File: src/rtl/conv_pool_stage_pkg.sv
// Shared types and helpers for the conv_pool_stage ReLU + 2x2 max-pool stage.
// Optional feature macro: CONV_POOL_RELU_EN (enables the ReLU activation helper).
package conv_pool_stage_pkg;

  localparam int DATA_W = 32;

  typedef enum logic [1:0] {
    IDLE  = 2'd0,
    RUN   = 2'd1,
    DRAIN = 2'd2,
    DONE  = 2'd3
  } state_e;

  // Signed maximum over the full sample width.
  function automatic logic signed [DATA_W-1:0] max_s(input logic signed [DATA_W-1:0] a,
                                                     input logic signed [DATA_W-1:0] b);
    return (a > b) ? a : b;
  endfunction

`ifdef CONV_POOL_RELU_EN
  // Clamp negative convolution results to zero.
  function automatic logic signed [DATA_W-1:0] relu(input logic signed [DATA_W-1:0] x);
    return (x < 0) ? '0 : x;
  endfunction
`endif

endpackage

File: src/rtl/conv_pool_stage_pool_line_buf.sv
// Half-row buffer of horizontal partial maxima for the 2x2 pool.
// One synchronous write port and one combinational read port sharing the index c/2.
module pool_line_buf #(
  parameter int DEPTH  = 32,
  parameter int DATA_W = 32,
  parameter int IDX_W  = (DEPTH > 1) ? $clog2(DEPTH) : 1
) (
  input  logic              clk,
  input  logic              wr_en_i,
  input  logic [IDX_W-1:0]  idx_i,
  input  logic [DATA_W-1:0] wr_data_i,
  output logic [DATA_W-1:0] rd_data_o
);

  logic [DATA_W-1:0] mem [DEPTH];

  // Store the even-row partial maximum for the current column pair.
  // NOTE: the storage array has no reset; every entry is written on the even row before the odd row reads it.
  always_ff @(posedge clk) begin
    if (wr_en_i) begin
      mem[idx_i] <= wr_data_i;
    end
  end

  assign rd_data_o = mem[idx_i];

endmodule

File: src/rtl/conv_pool_stage.sv
// Streaming ReLU + 2x2/stride-2 max-pool stage: raster-order samples in,
// one pooled value per window out with its linear pooled address.
// Optional feature macro: CONV_POOL_RELU_EN (ReLU before pooling when defined).
module conv_pool_stage #(
  parameter int IMG_W  = 64,
  parameter int IMG_H  = 64,
  parameter int DATA_W = conv_pool_stage_pkg::DATA_W,
  parameter int ADDR_W = $clog2((IMG_W/2)*(IMG_H/2))
) (
  input  logic              clk,
  input  logic              rst_n,
  input  logic              start,
  input  logic              in_valid,
  output logic              in_ready,
  input  logic [DATA_W-1:0] in_data,
  output logic              out_valid,
  input  logic              out_ready,
  output logic [DATA_W-1:0] out_data,
  output logic [ADDR_W-1:0] out_addr,
  output logic              busy,
  output logic              frame_done
);

  import conv_pool_stage_pkg::*;

  localparam int HALF_W = IMG_W / 2;
  localparam int CW     = (IMG_W > 1) ? $clog2(IMG_W) : 1;
  localparam int RW     = (IMG_H > 1) ? $clog2(IMG_H) : 1;
  localparam int IDX_W  = (HALF_W > 1) ? $clog2(HALF_W) : 1;
  localparam logic [CW-1:0] C_LAST = CW'(IMG_W - 1);
  localparam logic [RW-1:0] R_LAST = RW'(IMG_H - 1);

  state_e                    state_q;
  logic                      busy_q, frame_done_q;
  logic [CW-1:0]             c_q, c_d;
  logic [RW-1:0]             r_q, r_d;
  logic signed [DATA_W-1:0]  hmax_q, hmax_d;
  logic signed [DATA_W-1:0]  out_data_q, out_data_d;
  logic                      out_valid_q, out_valid_d;
  logic [ADDR_W-1:0]         out_addr_q, out_addr_d;
  logic signed [DATA_W-1:0]  v;
  logic signed [DATA_W-1:0]  lb_rd_data, lb_wr_data;
  logic                      lb_we;
  logic [IDX_W-1:0]          lb_idx;
  logic                      start_ok, in_fire, out_fire, last_in;

  assign start_ok = start && (state_q == IDLE);
  assign in_ready = (state_q == RUN) && (!out_valid_q || out_ready);
  assign in_fire  = in_valid && in_ready;
  assign out_fire = out_valid_q && out_ready;
  assign last_in  = (c_q == C_LAST) && (r_q == R_LAST);
  assign lb_idx   = IDX_W'(c_q >> 1);

`ifdef CONV_POOL_RELU_EN
  assign v = relu(in_data);
`else
  assign v = in_data;
`endif

  assign lb_wr_data = max_s(hmax_q, v);

  pool_line_buf #(
    .DEPTH  (HALF_W),
    .DATA_W (DATA_W),
    .IDX_W  (IDX_W)
  ) u_line_buf (
    .clk       (clk),
    .wr_en_i   (lb_we),
    .idx_i     (lb_idx),
    .wr_data_i (lb_wr_data),
    .rd_data_o (lb_rd_data)
  );

  // Frame sequencing with registered busy and frame_done pulse.
  // NOTE: sequential state uses non-blocking assignments so every register samples pre-edge values.
  always_ff @(posedge clk or negedge rst_n) begin
    if (!rst_n) begin
      state_q      <= IDLE;
      busy_q       <= 1'b0;
      frame_done_q <= 1'b0;
    end else begin
      frame_done_q <= 1'b0;
      case (state_q)
        IDLE: begin
          if (start) begin
            state_q <= RUN;
            busy_q  <= 1'b1;
          end
        end
        RUN: begin
          if (in_fire && last_in) state_q <= DRAIN;
        end
        DRAIN: begin
          if (out_fire) begin
            state_q      <= DONE;
            busy_q       <= 1'b0;
            frame_done_q <= 1'b1;
          end
        end
        DONE:    state_q <= IDLE;
        default: state_q <= IDLE;
      endcase
    end
  end

  // Next-state for counters, partial maxima and the output register.
  // NOTE: every signal gets a default first so no path leaves one unassigned and no latch is inferred.
  always_comb begin
    c_d         = c_q;
    r_d         = r_q;
    hmax_d      = hmax_q;
    out_data_d  = out_data_q;
    out_valid_d = out_valid_q;
    out_addr_d  = out_addr_q;
    lb_we       = 1'b0;

    if (start_ok) begin
      c_d        = '0;
      r_d        = '0;
      out_addr_d = '0;
    end

    // An accepted output frees the register unless a new window lands below.
    if (out_fire) begin
      out_valid_d = 1'b0;
      out_addr_d  = out_addr_q + 1'b1;
    end

    if (in_fire) begin
      if (c_q == C_LAST) begin
        c_d = '0;
        r_d = (r_q == R_LAST) ? '0 : r_q + 1'b1;
      end else begin
        c_d = c_q + 1'b1;
      end

      case ({r_q[0], c_q[0]})
        2'b00: hmax_d = v;
        2'b01: lb_we  = 1'b1;
        2'b10: hmax_d = max_s(lb_rd_data, v);
        2'b11: begin
          out_data_d  = max_s(hmax_q, v);
          out_valid_d = 1'b1;
        end
        default: ;
      endcase
    end
  end

  // Datapath registers.
  always_ff @(posedge clk or negedge rst_n) begin
    if (!rst_n) begin
      c_q         <= '0;
      r_q         <= '0;
      hmax_q      <= '0;
      out_data_q  <= '0;
      out_valid_q <= 1'b0;
      out_addr_q  <= '0;
    end else begin
      c_q         <= c_d;
      r_q         <= r_d;
      hmax_q      <= hmax_d;
      out_data_q  <= out_data_d;
      out_valid_q <= out_valid_d;
      out_addr_q  <= out_addr_d;
    end
  end

  assign out_valid  = out_valid_q;
  assign out_data   = out_data_q;
  assign out_addr   = out_addr_q;
  assign busy       = busy_q;
  assign frame_done = frame_done_q;

endmodule

File: config.mk
export PLATFORM = sky130hd
export DESIGN_NAME = conv_pool_stage
export DESIGN_NICKNAME = d
export VERILOG_FILES = /design/src/rtl/conv_pool_stage_pkg.sv /design/src/rtl/conv_pool_stage_pool_line_buf.sv /design/src/rtl/conv_pool_stage.sv
export SDC_FILE = /design/constraint.sdc
export NUM_CORES = 1
export LEC_CHECK = 0
export ABC_AREA = 1
export CORE_MARGIN = 1.5
export CORE_UTILIZATION = 45
export CTS_CLUSTER_DIAMETER = 100
export CTS_CLUSTER_SIZE = 12
export DETAILED_ROUTE_END_ITERATION = 8
export GPL_TIMING_DRIVEN = 0
export PLACE_DENSITY = 0.67
export SLEW_MARGIN = 20
export SYNTH_ARGS = -nofsm -noshare
export SYNTH_HDL_FRONTEND = slang
export SYNTH_SLANG_ARGS = --single-unit
File: constraint.sdc
create_clock -name clk -period 7.5 [get_ports clk]
set_input_delay 0.75 -clock clk [delete_from_list [all_inputs] [get_ports clk]]
set_output_delay 0.75 -clock clk [all_outputs]
set_load 0.05 [all_outputs]
==> results.md, run 1 <==
* DRT iter0 DRCs at 4402
* Max-Cap Viols at 0
* Total track usage at 27.5%
* Final wirelength at 143 mm
* Initial antenna violation count at 4
* Final Hold Viols at 0
* Overflow after GRT at 0
* DR vias at 32400
* Seq/Total Area, Yosys at 71.5%
* Post-route antenna net violation count at 0
* Max frequency at 0.182 GHz
* Comb pwr share at 32.8%
* EDFF count, synth at 1024
* Worst Clk Skew at 0.0404 ns
* P_leak at 20.1 nW
* Core area at 102000 µm²
* Sequential Power Share at 43.6%
* Vias in the first global route at 30800
* Ports at 83
* Die height at 323 µm
* Outcome: finished, final reports clean
* Syn_nets at 4204
* Hpwl dp at 97.0 mm
* Placed Area at 50700 µm²
* Final #Nets at 4460
* Drt first pass iters at 5
* FF+latch count, synth at 1115
* Async S/R FF share, synth at 8.16%
* Share of the synthesized area in the top cell type at 66.5%
* Syn-to-layout area delta at 15.9%
* Largest fanout on the critical path at 10
* Finished Cell Area at 53500 µm²
* Die X-Extent at 323 µm
* Die area at 105000 µm²
* Yosys cell types at 37
* Gpl congestion at 0.869
* IO Port Bufs at 82
* Final setup TNS at 0 ns
* Post-synth top area cell: edfxtp_1
* Synth Instances at 4096
* Net Sw Frac at 37.2%
* Slew margin rel. at 17.8%
* Initial core utilization at 45.4%
* Syn Std Cell Area at 46200 µm²
* Startpoint types: register
* Top post-synthesis cells by area: edfxtp_1 (67%), nand2_1 (14%), dfrtp_1 (4.9%)
* Critical Path AT at 6.04 ns
* Share of layout cells above drive strength 1 at 8.51%
* # rows at 117
* Pwr dens at 375 nW/µm²
* Post-CTS Setup Inserts at 0
* Max clock buf depth at 3
* Fin crit period at 5.48 ns
* Residual DRC count at 0
* Worst Path Required at 8.06 ns
* H-tree depth at 3
* Via density at 5.63
* Clock latency on the worst-skew pair at 0.70 ns
* P_int at 12.6 mW
* Worst Setup End Kind: register
* TritonCTS Buffers at 103
* First-pass GRT wire length at 205 mm
* Largest net degree at the start of global routing at 80
* TritonCTS clock tree: done
* Most used DFF post-synth: edfxtp_1
* Worst Max-Slew Pin Slew at 1.23 ns
* Clk slew on worst S/H paths at 0.06 ns
* Endpoints failing setup at 0
* Post-synthesis area per instance at 11.3 µm²
* Synth top cells by count: nand2_1 (1773), edfxtp_1 (1024), nand4_1 (292)
* WL per Instance at 25.0 µm
* Clock tree root driver cell: clkbuf_16
* Ys Warns at 0
* Peak VDD IR at 0.000263 V
* Critical path class: register to register
* Sink Count at 1115
* Pins Over Slew Limit at 0
* Switch Pwr at 7.48 mW
* RSZ-0062 raised after global routing: no
* Count leader, synth: nand2_1
* Fillers at 8531
* Hold Crit Class: input port to async pin
* Power share of the clock group at 23.6%
* Fin crit share at 73.1%
==> through the flow <==
step | utilization (%) | total power [mW] | hold slack, ns | setup WS (ns) | instances
2_1_floorplan | - | 12.6 | 0.449 | 3.15 | 4096
3_3_place_gp | 47.9 | 15.1 | 0.453 | 0.213 | 5546
3_5_place_dp | 49.8 | 15.3 | 0.465 | 2.25 | 5614
4_1_cts | 52.6 | 20.0 | 0.444 | 2.19 | 5741
5_1_grt | 52.6 | 20.9 | 0.458 | 1.76 | 5741
6_report | 52.6 | 20.1 | 0.459 | 2.02 | 5744
==> flip-flops by register name (all words and copies together) (netlist names) <==
signal	count
u_line_buf.mem	1024
hmax_q	32
out_data	32
out_addr	10
c_q	6
r_q	6
state_q	2
busy	1
frame_done	1
out_valid	1
==> placed cells by master (no fill, tap or decap), drive strengths merged, types with 2 or more instances in the layout <==
cell,n
clkinv,3
diode,3
edfxtp,1024
o22ai,4
o21ai,56
ha,71
nor2,105
nand2,1775
nand3,81
dfrtp,91
o21a,4
a31oi,2
and2,32
nand4,292
clkdlybuf4s50,81
a21o,2
o32ai,2
clkbuf,189
a21oi,68
xor2,3
nor3,10
inv,294
buf,175
==> critical path, stage by stage (launching register included) <==
cell	delay [ns]
dfrtp_1	0.33
buf_2	0.22
nand2_1	0.13
nor2_1	0.93
clkbuf_1	0.98
nand2_1	0.12
nand2_1	0.17
inv_1	0.06
nand2_1	0.20
nor2_1	0.10
inv_1	0.06
ha_1	0.23
a21oi_1	0.14
o21ai_0	0.12
nand2_1	0.07
nand2_1	0.07
a21oi_1	0.16
nand3_1	0.26
nand3_1	0.31
clkbuf_1	0.41
nand2_1	0.10
nand3_1	0.09
nand2_1	0.06
==> kinds of logic after synthesis <==
family          count (synthesis)  synth area share [%]
buf+inv                       467                  4.13
fa+ha+maj                      71                  1.92
compound gates                142                  1.63
flops                        1115                  71.5
simple gates                 2298                  20.8
xor+xnor                        3                0.0569
==> routing by layer <==
metal	global-route usage, %	wire length (µm)	up-vias
met1	35.3	52400	15600
met3	6.79	18600	395
met2	44.5	66000	1983
li1	-	-	14400
met4	11.6	6520	0
met5	0	0	-
==> power by group through the flow <==
stage | registers [mW] | clock network (mW) | logic (mW)
4_1_cts | 8.77 | 4.75 | 6.45
3_3_place_gp | 8.96 | 0 | 6.16
3_5_place_dp | 8.90 | 0 | 6.41
5_1_grt | 8.79 | 4.97 | 7.12
6_report | 8.77 | 4.74 | 6.60
2_1_floorplan | 8.98 | 0 | 3.58
==> final timing paths <==
path                                               from  slack [ns]                       end  cells past startpoint
worst max register to register       c_q[3]$_DFFE_PN0P_        2.02     hmax_q[5]$_DFFE_PN0P_                     22
max in group asynchronous                         rst_n        6.42  out_data[28]$_DFFE_PN0P_                      3
min in group clk                out_data[0]$_DFFE_PN0P_        0.47   out_data[0]$_DFFE_PN0P_                      2
worst min register to register  out_data[0]$_DFFE_PN0P_        0.47   out_data[0]$_DFFE_PN0P_                      2
worst max-delay path                 c_q[3]$_DFFE_PN0P_        2.02     hmax_q[5]$_DFFE_PN0P_                     22
worst min-delay path                              rst_n        0.46     hmax_q[8]$_DFFE_PN0P_                      2
==> repair_timing <==
action / 4_1_cts / 5_1_grt
gates resized for setup: 0 / 0
hold buffers: 1 / 0
hold endpoints to repair: 12 / 0
endpoints found under the setup margin: 0 / 0
==> layout make-up <==
class | instances | area, µm² | share of cell area (%)
Clock inverter | 8 | 166 | 0.311
Clock buffer | 118 | 2660 | 4.96
Timing Repair Buffer | 151 | 2500 | 4.67
Inverter | 290 | 1090 | 2.03
Antenna cell | 3 | 7.51 | 0.0140
Sequential cell | 1115 | 33000 | 61.7
Buffer | 177 | 828 | 1.55
Tap cell | 1368 | 1710 | 3.20
Multi-Input combinational cell | 2514 | 11600 | 21.6
(Power assumes the default switching activity.)
==> run 2: changes to the inputs <==
--- a/config.mk
+++ b/config.mk
@@ -12,7 +12,7 @@
 export CTS_CLUSTER_SIZE = 12
 export DETAILED_ROUTE_END_ITERATION = 8
 export GPL_TIMING_DRIVEN = 0
-export PLACE_DENSITY = 0.67
+export PLACE_DENSITY = 0.69
 export SLEW_MARGIN = 20
 export SYNTH_ARGS = -nofsm -noshare
 export SYNTH_HDL_FRONTEND = slang
==> constraint.sdc (replaced) <==
create_clock -name clk -period 4.43 [get_ports clk]
set_input_delay 0.443 -clock clk [delete_from_list [all_inputs] [get_ports clk]]
set_output_delay 0.443 -clock clk [all_outputs]
set_load 0.05 [all_outputs]
==> run 2 against run 1 <==
  * Hold slack worse by 0.31 ns
  * Power up 70%
  * Via count up 1.3%
  * Register-to-register slack worse by 2.0 ns
  * Clock power up 66%
  * Combinational power up 74%
  * Highest routed layer is now met5
==> results.md, run 2 (same netlist as run 1, synthesis figures left out) <==
* Outcome: finished, final reports clean
* Gpl congestion at 0.886
* Die height at 323 µm
* DR vias at 32800
* Total track usage at 27.4%
* FF+latch area at 33000 µm²
* Share of layout cells above drive strength 1 at 10.2%
* Pwr dens at 636 nW/µm²
* Worst Setup End Kind: register
* TritonCTS clock tree: done
* RSZ-0062 raised after global routing: yes
* Max-Cap Viols at 0
* IO Port Bufs at 82
* Initial antenna violation count at 1
* Drt first pass iters at 6
* Clock tree root driver cell: clkbuf_16
* Critical Path AT at 4.79 ns
* Fin crit period at 4.42 ns
* Worst Clk Skew at 0.0200 ns
* Final Hold Viols at 0
* Final setup TNS at 0 ns
* Hpwl dp at 97.4 mm
* Largest net degree at the start of global routing at 81
* Clock latency on the worst-skew pair at 0.68 ns
* Final wirelength at 144 mm
* Power Total at 34.2 mW
* First-pass GRT wire length at 205 mm
* Endpoints failing setup at 0
* Syn-to-layout area delta at 16.4%
* Worst Max-Slew Pin Slew at 0.867 ns
* Via density at 5.68
* Net Sw Frac at 37.5%
* Most common cell after layout, fill and taps aside: nand2_1
* Commonest cells after routing, fill and taps aside: nand2_1 (1770), edfxtp_1 (1024), nand4_1 (292), inv_1 (284), clkbuf_16 (103)
* Startpoint types: register
* Overflow after GRT at 0
* Peak VDD IR at 0.000451 V
* Residual DRC count at 0
* Pins Over Slew Limit at 0
* Die X-Extent at 323 µm
* Clk slew on worst S/H paths at 0.06 ns
* Initial core utilization at 45.4%
* P_int at 21.4 mW
* Die area at 105000 µm²
* DRT iter0 DRCs at 4852
* P_leak at 20.2 nW
* Largest fanout on the critical path at 19
* Post-route antenna net violation count at 0
* Fin crit share at 99.9%
* Number of flip-flops in the largest register at 1024
* TritonCTS Buffers at 102
* Switch Pwr at 12.8 mW
* Max frequency at 0.226 GHz
* Max clock buf depth at 3
* Worst Path Required at 4.80 ns
* Core area at 102000 µm²
* Hold Crit Class: input port to async pin
* H-tree depth at 3
* Sequential Power Share at 43.4%
* Power share of the clock group at 23.0%
* # rows at 117
* Critical path class: register to register
* Comb pwr share at 33.6%
* Fin util at 52.9%
* Slew margin rel. at 42.0%
* Fillers at 8323
* Largest Register: u_line_buf.mem
* WL per Instance at 25.0 µm
* Ports at 83
* Sink Count at 1115
* Multi-input gate area at 11700 µm²
* Vias in the first global route at 31300
* Final #Nets at 4484
-- run 2: area by class of cell --
cell class	count	share of cell area (%)
multi-input combinational	2514	21.8
sequential	1115	61.4
tap	1368	3.18
inverter	290	2.02
timing repair buffer	176	4.82
clock inverter	5	0.172
antenna	1	0.00465
clock buffer	120	4.91
buffer	177	1.73
-- run 2: repair_timing --
| action | 4_1_cts | 5_1_grt |
|---|---|---|
| hold buffers | 1 | 0 |
| buffers inserted | 0 | 32 |
| endpoints found under the hold margin | 91 | 0 |
| gates resized for setup | 33 | 85 |
| endpoints found under the setup margin | 32 | 329 |
| pin swaps | 0 | 11 |
-- run 2: worst paths after layout --
kind	startpoint	endpoint	slack [ns]	cells after the start
hold reg to reg	out_addr[9]$_DFFE_PN0P_	out_addr[9]$_DFFE_PN0P_	0.47	1
max in group asynchronous	rst_n	out_addr[3]$_DFFE_PN0P_	3.66	3
min in group clk	out_ready	out_valid$_DFF_PN0_	0.42	4
setup reg to reg	state_q[1]$_DFFE_PN0P_	u_line_buf.mem[6][17]$_DFFE_PP_	0.005	12
setup / recovery	state_q[1]$_DFFE_PN0P_	u_line_buf.mem[6][17]$_DFFE_PP_	0.005	12
hold / removal	rst_n	out_data[8]$_DFFE_PN0P_	0.15	2
-- run 2: per-layer routing --
layer  up-vias  share of wire, %  global-route usage (%)
li1      14400                 -                       -
met1     15700                36                    35.1
met2      2231                46                    43.6
met3       448                14                    6.77
met4         2               5.1                    13.1
met5         -             0.014                       0
-- run 2: power by group through the flow --
stage,Sequential [mW],Combinational (mW),Clock (mW)
floorplan,15.2,6.07,0
global placement,15.2,10.5,0
detailed placement,15.1,10.9,0
CTS,14.9,11.0,7.86
global route,14.9,12.3,8.23
finish,14.9,11.5,7.87
-- run 2: per-stage QoR --
step	setup slack (ns)	cells	hold WS (ns)	cell area, µm²
after floorplan	0.186	4096	0.147	46200
after global placement	-2.42	5546	0.454	48700
after detailed placement	-0.797	5607	0.268	50500
after CTS	0.0126	5733	0.128	53300
after global routing	-0.0958	5765	0.150	53800
final	0.00535	5766	0.148	53800
-- run 2: worst max-delay path, stage by stage (launching register included) --
cell,delay [ns]
dfrtp_1,0.38
inv_1,0.11
ha_1,0.18
inv_1,0.04
a21oi_1,0.37
nand2_1,0.29
nor2_1,0.20
inv_1,0.10
nor2_1,0.58
nand2_1,0.72
nor2_4,0.67
buf_8,0.24
buf_12,0.20
